**src/rtl/gpu_scanout_if.sv**
```systemverilog
// rtl/gpu_scanout_if.sv - framebuffer read port between scanout engine and pixel memory
interface gpu_scanout_if #(
    parameter int AW = 32
);
    logic [AW-1:0] o_RdAddr;
    logic          o_RdEn;
    logic [7:0]    i_PixelData;

    modport master (output o_RdAddr, output o_RdEn, input i_PixelData);
    modport slave  (input o_RdAddr, input o_RdEn, output i_PixelData);
endinterface

```
**src/rtl/gpu_scanout.sv**
```systemverilog
// rtl/gpu_scanout.sv - VGA scanout engine: timing, scaled fetch addresses, latency-aligned colour
module gpu_scanout #(
    parameter int AW       = 32,
    parameter int H_ACTIVE = 800,
    parameter int H_FP     = 56,
    parameter int H_SYNC   = 120,
    parameter int H_BP     = 64,
    parameter int V_ACTIVE = 600,
    parameter int V_FP     = 37,
    parameter int V_SYNC   = 6,
    parameter int V_BP     = 23,
    parameter bit HS_POL   = 1'b1,
    parameter bit VS_POL   = 1'b1,
    parameter int X_SCALE  = 5,
    parameter int Y_SCALE  = 5,
    parameter int RD_LAT   = 1
) (
    input  logic          i_CLK,
    input  logic          i_RST_N,
    input  logic [AW-1:0] i_BASE_ADDR,
    input  logic          i_MODE,
    gpu_scanout_if.master fb,
    output logic          o_HS,
    output logic          o_VS,
    output logic [3:0]    o_RED,
    output logic [3:0]    o_GREEN,
    output logic [3:0]    o_BLUE,
    output logic          o_FRAME_START
);
    localparam int FB_W  = H_ACTIVE / X_SCALE;
    localparam int H_TOT = H_ACTIVE + H_FP + H_SYNC + H_BP;
    localparam int V_TOT = V_ACTIVE + V_FP + V_SYNC + V_BP;
    localparam int HCW   = $clog2(H_TOT + 1);
    localparam int VCW   = $clog2(V_TOT + 1);
    localparam int XW    = $clog2(X_SCALE + 1);
    localparam int YW    = $clog2(Y_SCALE + 1);
    localparam int CW    = $clog2(FB_W + 1);

    localparam logic [HCW-1:0] H_MAX      = HCW'(H_TOT - 1);
    localparam logic [HCW-1:0] H_ACT      = HCW'(H_ACTIVE);
    localparam logic [HCW-1:0] H_ACT_LAST = HCW'(H_ACTIVE - 1);
    localparam logic [HCW-1:0] HS_BEG     = HCW'(H_ACTIVE + H_FP);
    localparam logic [HCW-1:0] HS_END     = HCW'(H_ACTIVE + H_FP + H_SYNC);
    localparam logic [VCW-1:0] V_MAX      = VCW'(V_TOT - 1);
    localparam logic [VCW-1:0] V_ACT      = VCW'(V_ACTIVE);
    localparam logic [VCW-1:0] VS_BEG     = VCW'(V_ACTIVE + V_FP);
    localparam logic [VCW-1:0] VS_END     = VCW'(V_ACTIVE + V_FP + V_SYNC);
    localparam logic [XW-1:0]  X_LAST     = XW'(X_SCALE - 1);
    localparam logic [YW-1:0]  Y_LAST     = YW'(Y_SCALE - 1);
    localparam logic [AW-1:0]  ROW_STEP   = AW'(FB_W);

    logic [HCW-1:0] r_hc;
    logic [VCW-1:0] r_vc;
    logic [XW-1:0]  r_xsub;
    logic [CW-1:0]  r_col;
    logic [YW-1:0]  r_ysub;
    logic [AW-1:0]  r_row_off;
    logic [AW-1:0]  r_base_sh;
    logic           r_mode_sh;
    logic [AW-1:0]  r_rd_addr;
    logic           r_rd_en;
    logic           r_frame_start;
    logic [RD_LAT:0] r_act_d;
    logic [RD_LAT:0] r_hs_d;
    logic [RD_LAT:0] r_vs_d;
    logic           r_hs;
    logic           r_vs;
    logic [3:0]     r_red;
    logic [3:0]     r_green;
    logic [3:0]     r_blue;

    logic           w_act;
    logic           w_line_end;
    logic           w_frame_top;
    logic           w_hs_raw;
    logic           w_vs_raw;
    logic [AW-1:0]  w_base;
    logic [AW-1:0]  w_row_off;
    logic [AW-1:0]  w_addr;

    assign w_act       = (r_hc < H_ACT) && (r_vc < V_ACT);
    assign w_line_end  = (r_hc == H_MAX);
    assign w_frame_top = (r_hc == '0) && (r_vc == '0);
    assign w_hs_raw    = (r_hc >= HS_BEG) && (r_hc < HS_END);
    assign w_vs_raw    = (r_vc >= VS_BEG) && (r_vc < VS_END);

    // The first fetch of a frame happens on the same edge that latches the new base,
    // so bypass the shadow registers at (0,0) to keep that fetch on the new frame.
    assign w_base    = w_frame_top ? i_BASE_ADDR : r_base_sh;
    assign w_row_off = w_frame_top ? '0 : r_row_off;
    assign w_addr    = w_base + w_row_off + AW'(r_col);

    assign fb.o_RdAddr    = r_rd_addr;
    assign fb.o_RdEn      = r_rd_en;
    assign o_HS           = r_hs;
    assign o_VS           = r_vs;
    assign o_RED          = r_red;
    assign o_GREEN        = r_green;
    assign o_BLUE         = r_blue;
    assign o_FRAME_START  = r_frame_start;

    // Horizontal and vertical raster counters
    always_ff @(posedge i_CLK or negedge i_RST_N) begin
        if (!i_RST_N) begin
            r_hc <= '0;
            r_vc <= '0;
        end else if (w_line_end) begin
            r_hc <= '0;
            r_vc <= (r_vc == V_MAX) ? '0 : r_vc + VCW'(1);
        end else begin
            r_hc <= r_hc + HCW'(1);
        end
    end

    // Frame shadow registers and divider-free framebuffer address generation
    always_ff @(posedge i_CLK or negedge i_RST_N) begin
        if (!i_RST_N) begin
            r_xsub        <= '0;
            r_col         <= '0;
            r_ysub        <= '0;
            r_row_off     <= '0;
            r_base_sh     <= '0;
            r_mode_sh     <= 1'b0;
            r_rd_addr     <= '0;
            r_rd_en       <= 1'b0;
            r_frame_start <= 1'b0;
        end else begin
            r_frame_start <= w_frame_top;
            r_rd_en       <= w_act;
            if (w_act) begin
                r_rd_addr <= w_addr;
            end
            if (w_frame_top) begin
                r_base_sh <= i_BASE_ADDR;
                r_mode_sh <= i_MODE;
            end
            if (w_line_end) begin
                r_xsub <= '0;
                r_col  <= '0;
            end else if (w_act) begin
                if (r_xsub == X_LAST) begin
                    r_xsub <= '0;
                    r_col  <= r_col + CW'(1);
                end else begin
                    r_xsub <= r_xsub + XW'(1);
                end
            end
            if (w_frame_top) begin
                r_ysub    <= '0;
                r_row_off <= '0;
            end else if (w_act && (r_hc == H_ACT_LAST)) begin
                if (r_ysub == Y_LAST) begin
                    r_ysub    <= '0;
                    r_row_off <= r_row_off + ROW_STEP;
                end else begin
                    r_ysub <= r_ysub + YW'(1);
                end
            end
        end
    end

    // Delay active/sync flags to line up with pixel data returning from memory
    always_ff @(posedge i_CLK or negedge i_RST_N) begin
        if (!i_RST_N) begin
            r_act_d <= '0;
            r_hs_d  <= '0;
            r_vs_d  <= '0;
        end else begin
            r_act_d <= {r_act_d[RD_LAT-1:0], w_act};
            r_hs_d  <= {r_hs_d[RD_LAT-1:0], w_hs_raw};
            r_vs_d  <= {r_vs_d[RD_LAT-1:0], w_vs_raw};
        end
    end

    // Final pin register: colour decode plus syncs, all sharing the same latency
    always_ff @(posedge i_CLK or negedge i_RST_N) begin
        if (!i_RST_N) begin
            r_hs    <= ~HS_POL;
            r_vs    <= ~VS_POL;
            r_red   <= '0;
            r_green <= '0;
            r_blue  <= '0;
        end else begin
            r_hs <= r_hs_d[RD_LAT] ? HS_POL : ~HS_POL;
            r_vs <= r_vs_d[RD_LAT] ? VS_POL : ~VS_POL;
            if (!r_act_d[RD_LAT]) begin
                r_red   <= '0;
                r_green <= '0;
                r_blue  <= '0;
            end else if (r_mode_sh) begin
                r_red   <= fb.i_PixelData[7:4];
                r_green <= fb.i_PixelData[7:4];
                r_blue  <= fb.i_PixelData[7:4];
            end else begin
                r_red   <= {fb.i_PixelData[2:0], 1'b1};
                r_green <= {fb.i_PixelData[5:3], 1'b1};
                r_blue  <= {fb.i_PixelData[7:6], 2'b10};
            end
        end
    end
endmodule

```
**src/flat_wrapper.sv**
```systemverilog
// flat-port wrapper written by rule: the top's interface ports become plain ports
module gpu_scanout_flat 
#(
    parameter int AW       = 32,
    parameter int H_ACTIVE = 800,
    parameter int H_FP     = 56,
    parameter int H_SYNC   = 120,
    parameter int H_BP     = 64,
    parameter int V_ACTIVE = 600,
    parameter int V_FP     = 37,
    parameter int V_SYNC   = 6,
    parameter int V_BP     = 23,
    parameter bit HS_POL   = 1'b1,
    parameter bit VS_POL   = 1'b1,
    parameter int X_SCALE  = 5,
    parameter int Y_SCALE  = 5,
    parameter int RD_LAT   = 1
)
  (i_CLK, i_RST_N, i_BASE_ADDR, i_MODE, o_HS, o_VS, o_RED, o_GREEN, o_BLUE, o_FRAME_START, fb_o_RdAddr, fb_o_RdEn, fb_i_PixelData);
  gpu_scanout_if #(.AW(AW)) fb_i ();
  input  logic i_CLK;
  input  logic i_RST_N;
  input  logic [AW-1:0] i_BASE_ADDR;
  input  logic i_MODE;
  output logic o_HS;
  output logic o_VS;
  output logic [3:0] o_RED;
  output logic [3:0] o_GREEN;
  output logic [3:0] o_BLUE;
  output logic o_FRAME_START;
  output wire logic [$bits(fb_i.o_RdAddr)-1:0] fb_o_RdAddr;
  output wire logic [$bits(fb_i.o_RdEn)-1:0] fb_o_RdEn;
  input wire logic [$bits(fb_i.i_PixelData)-1:0] fb_i_PixelData;
  assign fb_o_RdAddr = fb_i.o_RdAddr;
  assign fb_o_RdEn = fb_i.o_RdEn;
  assign fb_i.i_PixelData = fb_i_PixelData;
  gpu_scanout #(.AW(AW), .H_ACTIVE(H_ACTIVE), .H_FP(H_FP), .H_SYNC(H_SYNC), .H_BP(H_BP), .V_ACTIVE(V_ACTIVE), .V_FP(V_FP), .V_SYNC(V_SYNC), .V_BP(V_BP), .HS_POL(HS_POL), .VS_POL(VS_POL), .X_SCALE(X_SCALE), .Y_SCALE(Y_SCALE), .RD_LAT(RD_LAT)) u_core (.i_CLK(i_CLK), .i_RST_N(i_RST_N), .i_BASE_ADDR(i_BASE_ADDR), .i_MODE(i_MODE), .fb(fb_i), .o_HS(o_HS), .o_VS(o_VS), .o_RED(o_RED), .o_GREEN(o_GREEN), .o_BLUE(o_BLUE), .o_FRAME_START(o_FRAME_START));
endmodule
```
**config.mk**
```make
export PLATFORM = sky130hd
export DESIGN_NAME = gpu_scanout_flat
export DESIGN_NICKNAME = d
export VERILOG_FILES = /design/src/rtl/gpu_scanout_if.sv /design/src/rtl/gpu_scanout.sv /design/src/flat_wrapper.sv
export SDC_FILE = /design/constraint.sdc
export NUM_CORES = 1
export LEC_CHECK = 0
export CAP_MARGIN = 20
export CORE_UTILIZATION = 39
export CTS_CLUSTER_DIAMETER = 30
export DETAILED_ROUTE_END_ITERATION = 10
export DONT_BUFFER_PORTS = 1
export GPL_ROUTABILITY_DRIVEN = 0
export GPL_TIMING_DRIVEN = 0
export HOLD_SLACK_MARGIN = 0.1
export SLEW_MARGIN = 20
export SYNTH_ARGS = -nofsm -noshare
export SYNTH_HDL_FRONTEND = slang
export SYNTH_SLANG_ARGS = --single-unit
```
**constraint.sdc**
```tcl
create_clock -name i_CLK -period 5.2 [get_ports i_CLK]
set_clock_uncertainty 0.15 [all_clocks]
set_input_delay 1.3 -clock i_CLK [delete_from_list [all_inputs] [get_ports i_CLK]]
set_output_delay 1.3 -clock i_CLK [all_outputs]
set_load 0.03 [all_outputs]
```
==> key figures <==
Outcome
  – Outcome: complete, no violations

Yosys
  – Synthesized area: 8580 µm²
  – Distinct cell type count after synthesis: 65
  – Post-Synth XOR/XNOR Area: 5.62%
  – Post-synthesis mux area share: 0.365%
  – Seq cells post-synth: 147
  – Post-synth top area share: 42.9%
  – Post-synth EDFFs: 0
  – Largest family of logic cells by synthesized area: simple AND/OR/NAND/NOR gates
  – Area leader, netlist: dfrtp_1
  – Syn Inst Count: 956
  – Sequential area share after synthesis: 42.9%
  – Synth Area in Compound Gates: 14.5%
  – Avg Inst Size Synth: 8.97 µm²
  – Yosys warning total: 0
  – Simple-gate share of the synthesized area: 21.6%
  – Top_reg_cell synth: dfrtp_1
  – Adder-Cell Fraction of Synth Area: 11.1%
  – Synth async-reset ratio: 100%
  – Area contributors post-synth: dfrtp_1, ha_1, nand2_1, xnor2_1, a21oi_1
  – Syn_nets: 1073

Floorplanning
  – Total die area: 22600 µm²
  – Initial core utilization: 40.3%
  – I/O pin cnt: 91
  – Core outline area: 21300 µm²
  – Site row count: 53
  – Die span in x: 150 µm
  – Die Ht: 150 µm

Placement
  – Port buffer count: 0
  – Post-DP HPWL: 15300 µm

Global routing
  – Busiest grt layer: met2
  – Met3 Track Usage GR: 4.42%
  – Initial antenna violation count: 2
  – Met1 usage: 25.7%
  – Vias in the first global route: 6473
  – Largest net degree at the start of global routing: 148
  – GRT Util Overall: 19.2%
  – Grt met2 use: 30.3%
  – Global-route wire length before repair: 33500 µm
  – Grt ovf: 0

Setup path
  – Crit-path cells: or3_4 -> or4_4 -> or3_4 -> clkbuf_4 -> nand2_1 -> nand2_1 -> ha_1 -> ha_1 -> nand4_1 -> or2_1 -> or4_1 -> a211oi_2 -> or2_4 -> o31a_1 -> o211ai_1
  – Arrival time worst endpoint: 5100 ps
  – Crit path max-delay family: simple AND/OR/NAND/NOR gates
  – Critical path's slowest cell: or4_1
  – Crit end category: flip-flop
  – Slowest stage delay, CP: 500 ps
  – Critical Setup Path Class: flip-flop to flip-flop
  – Critical Path RT: 5330 ps
  – Worst Path Buf+Inv: 1
  – CP max FO: 10
  – Startpoint types: flip-flop

Detailed routing
  – Wire per inst: 16.3 µm
  – # DRC: 0
  – Vias/cell: 5.27
  – 1st-iter DRT viols: 334
  – First-pass DRT Iterations: 6
  – DR vias: 6641
  – WL final: 20500 µm
  – Post-route ant nets: 0

STA
  – Final setup TNS: 0 ps
  – Min Tclk post-route: 4970 ps
  – Final Hold Viols: 0
  – Slew HR: 39.8%
  – Slew Viols, Final: 0
  – Finish-stage setup viols: 0
  – Actual slew at the worst max-slew pin: 897 ps
  – Fmax: 201 MHz
  – Final Cycle Share: 95.5%

Clock network
  – TritonCTS Buffers: 17
  – Clock transition at the registers of the reported paths: 70 ps
  – Hold bufs inserted after CTS: 0
  – Max H-tree Level: 4
  – Root Buffer: clkbuf_16
  – Clock buffer depth: 2
  – Latest clock arrival within the worst-skew pair: 430 ps
  – CTS tree: built
  – Clock Sinks: 147

Layout
  – Syn-to-layout area delta: 11.8%
  – Layout cells sized above 1: 6.92%
  – Final nets: 1088
  – Commonest non-fill, non-tap cell in the layout: nand2_1
  – Most frequent cells in the layout: nand2_1, dfrtp_1, ha_1
  – Fillcell total: 2079
  – Final Util: 45.0%

Job
  – Max_cap viols: 0

Pwr
  – PnR Total Power: 2.55 mW
  – Power per Cell Area: 266 nW/µm²
  – Leak Pwr: 4.52 nW
  – Peak VDD IR: 0.000163 V

Hold path
  – Min-delay worst type: flip-flop to flip-flop
path summary, 6_finish.rpt:
path	from	cells after the start	end	slack, ps
worst min register to register	u_core.r_hs_d[1]	0	u_core.o_HS	200
worst min-delay path	u_core.r_hs_d[1]	0	u_core.o_HS	200
worst max register to register	u_core.r_hc[5]	15	u_core.fb.o_RdAddr[28]	230
max in group asynchronous	i_RST_N	0	u_core.fb.o_RdAddr[30]	4200
worst max-delay path	u_core.r_hc[5]	15	u_core.fb.o_RdAddr[28]	230
min in group asynchronous	i_RST_N	0	u_core.o_VS	420
metal layers:
metal  wire, µm  vias up  part of all wire [%]
li1           -     3350                     -
met1       9840     3140                    48
met2       9270      122                    45
met3        913       27                   4.5
met4        449        2                   2.2
met5          9        -                 0.044
power by group:
| part | total (mW) | internal (mW) | switching, mW |
|---|---|---|---|
| combinational | 0.108 | 0.0409 | 0.0670 |
| sequential | 1.24 | 1.18 | 0.0608 |
| clock | 1.20 | 0.672 | 0.530 |
| total | 2.55 | 1.89 | 0.658 |
synth_stat cells, drive strengths merged (2+ instances only):
| master | number |
|---|---|
| nand2 | 184 |
| dfrtp | 147 |
| ha | 70 |
| nor2 | 62 |
| o21ai | 57 |
| a21oi | 54 |
| clkbuf | 45 |
| inv | 39 |
| xnor2 | 33 |
| nand3 | 30 |
| and2 | 27 |
| a21o | 22 |
| xor2 | 22 |
| nand4 | 21 |
| or3 | 16 |
| and3 | 14 |
| nor3 | 13 |
| a211oi | 8 |
| a21boi | 6 |
| and4 | 6 |
| o21a | 6 |
| o31ai | 6 |
| a211o | 5 |
| nor4 | 5 |
| a31o | 4 |
| fa | 4 |
| o211ai | 4 |
| o21bai | 4 |
| or4 | 4 |
| buf | 3 |
| nand2b | 3 |
| o2111ai | 3 |
| o22ai | 3 |
| or2 | 3 |
| a31oi | 2 |
| mux2i | 2 |
| o311ai | 2 |
kinds of logic after synthesis:
| group | after synthesis |
|---|---|
| simple gates | 394 |
| compound gates | 196 |
| flops | 147 |
| buf+inv | 87 |
| fa+ha+maj | 74 |
| xor+xnor | 55 |
| mux | 3 |
flip-flops by register name (all words and copies together), names as in the netlist:
register / count
u_core.r_vc: 10
u_core.r_ysub: 3
u_core.r_mode_sh: 1
u_core.fb.o_RdAddr: 32
u_core.r_hc: 11
u_core.r_hs_d: 2
u_core.r_base_sh: 32
u_core.r_xsub: 3
u_core.r_row_off: 27
u_core.o_GREEN: 3
u_core.o_VS: 1
u_core.o_FRAME_START: 1
u_core.o_RED: 4
u_core.r_act_d: 2
u_core.o_HS: 1
u_core.r_vs_d: 2
u_core.r_col: 8
u_core.o_BLUE: 4
worst register-to-register path, stage by stage, from the launching register on:
cell and delay (ps):
dfrtp_1 460, or3_4 440, or4_4 480, or3_4 470, clkbuf_4 240, nand2_1 90, nand2_1 100, ha_1 300
ha_1 400, nand4_1 170, or2_1 290, or4_1 500, a211oi_2 300, or2_4 200, o31a_1 140, o211ai_1 100
cell type report:
cell class                 count  area (µm²)  area share [%]
multi-input combinational    722        4630            48.3
sequential                   147        3680            38.4
clock buffer                  17         425            4.44
tap                          275         344            3.59
buffer                        41         191            2.00
inverter                      39         146            1.53
clock inverter                14         144            1.50
timing repair buffer           3        22.5           0.235
antenna                        1        2.50          0.0261
repair_timing:
item,CTS,global route
resized for setup,26,6
endpoints found under the setup margin,25,18
pin swaps,0,3
setup buffers,0,3
stage by stage:
step	hold slack [ps]	setup WS, ps	area [µm²]	cells
6_report	199	233	9590	1259
5_1_grt	220	-6.93	9590	1258
4_1_cts	200	-15.1	9550	1257
3_5_place_dp	185	-853	8920	1231
3_3_place_gp	181	-772	8920	1231
2_1_floorplan	181	365	8580	956
Note: power is estimated with default switching activity, not from simulation.
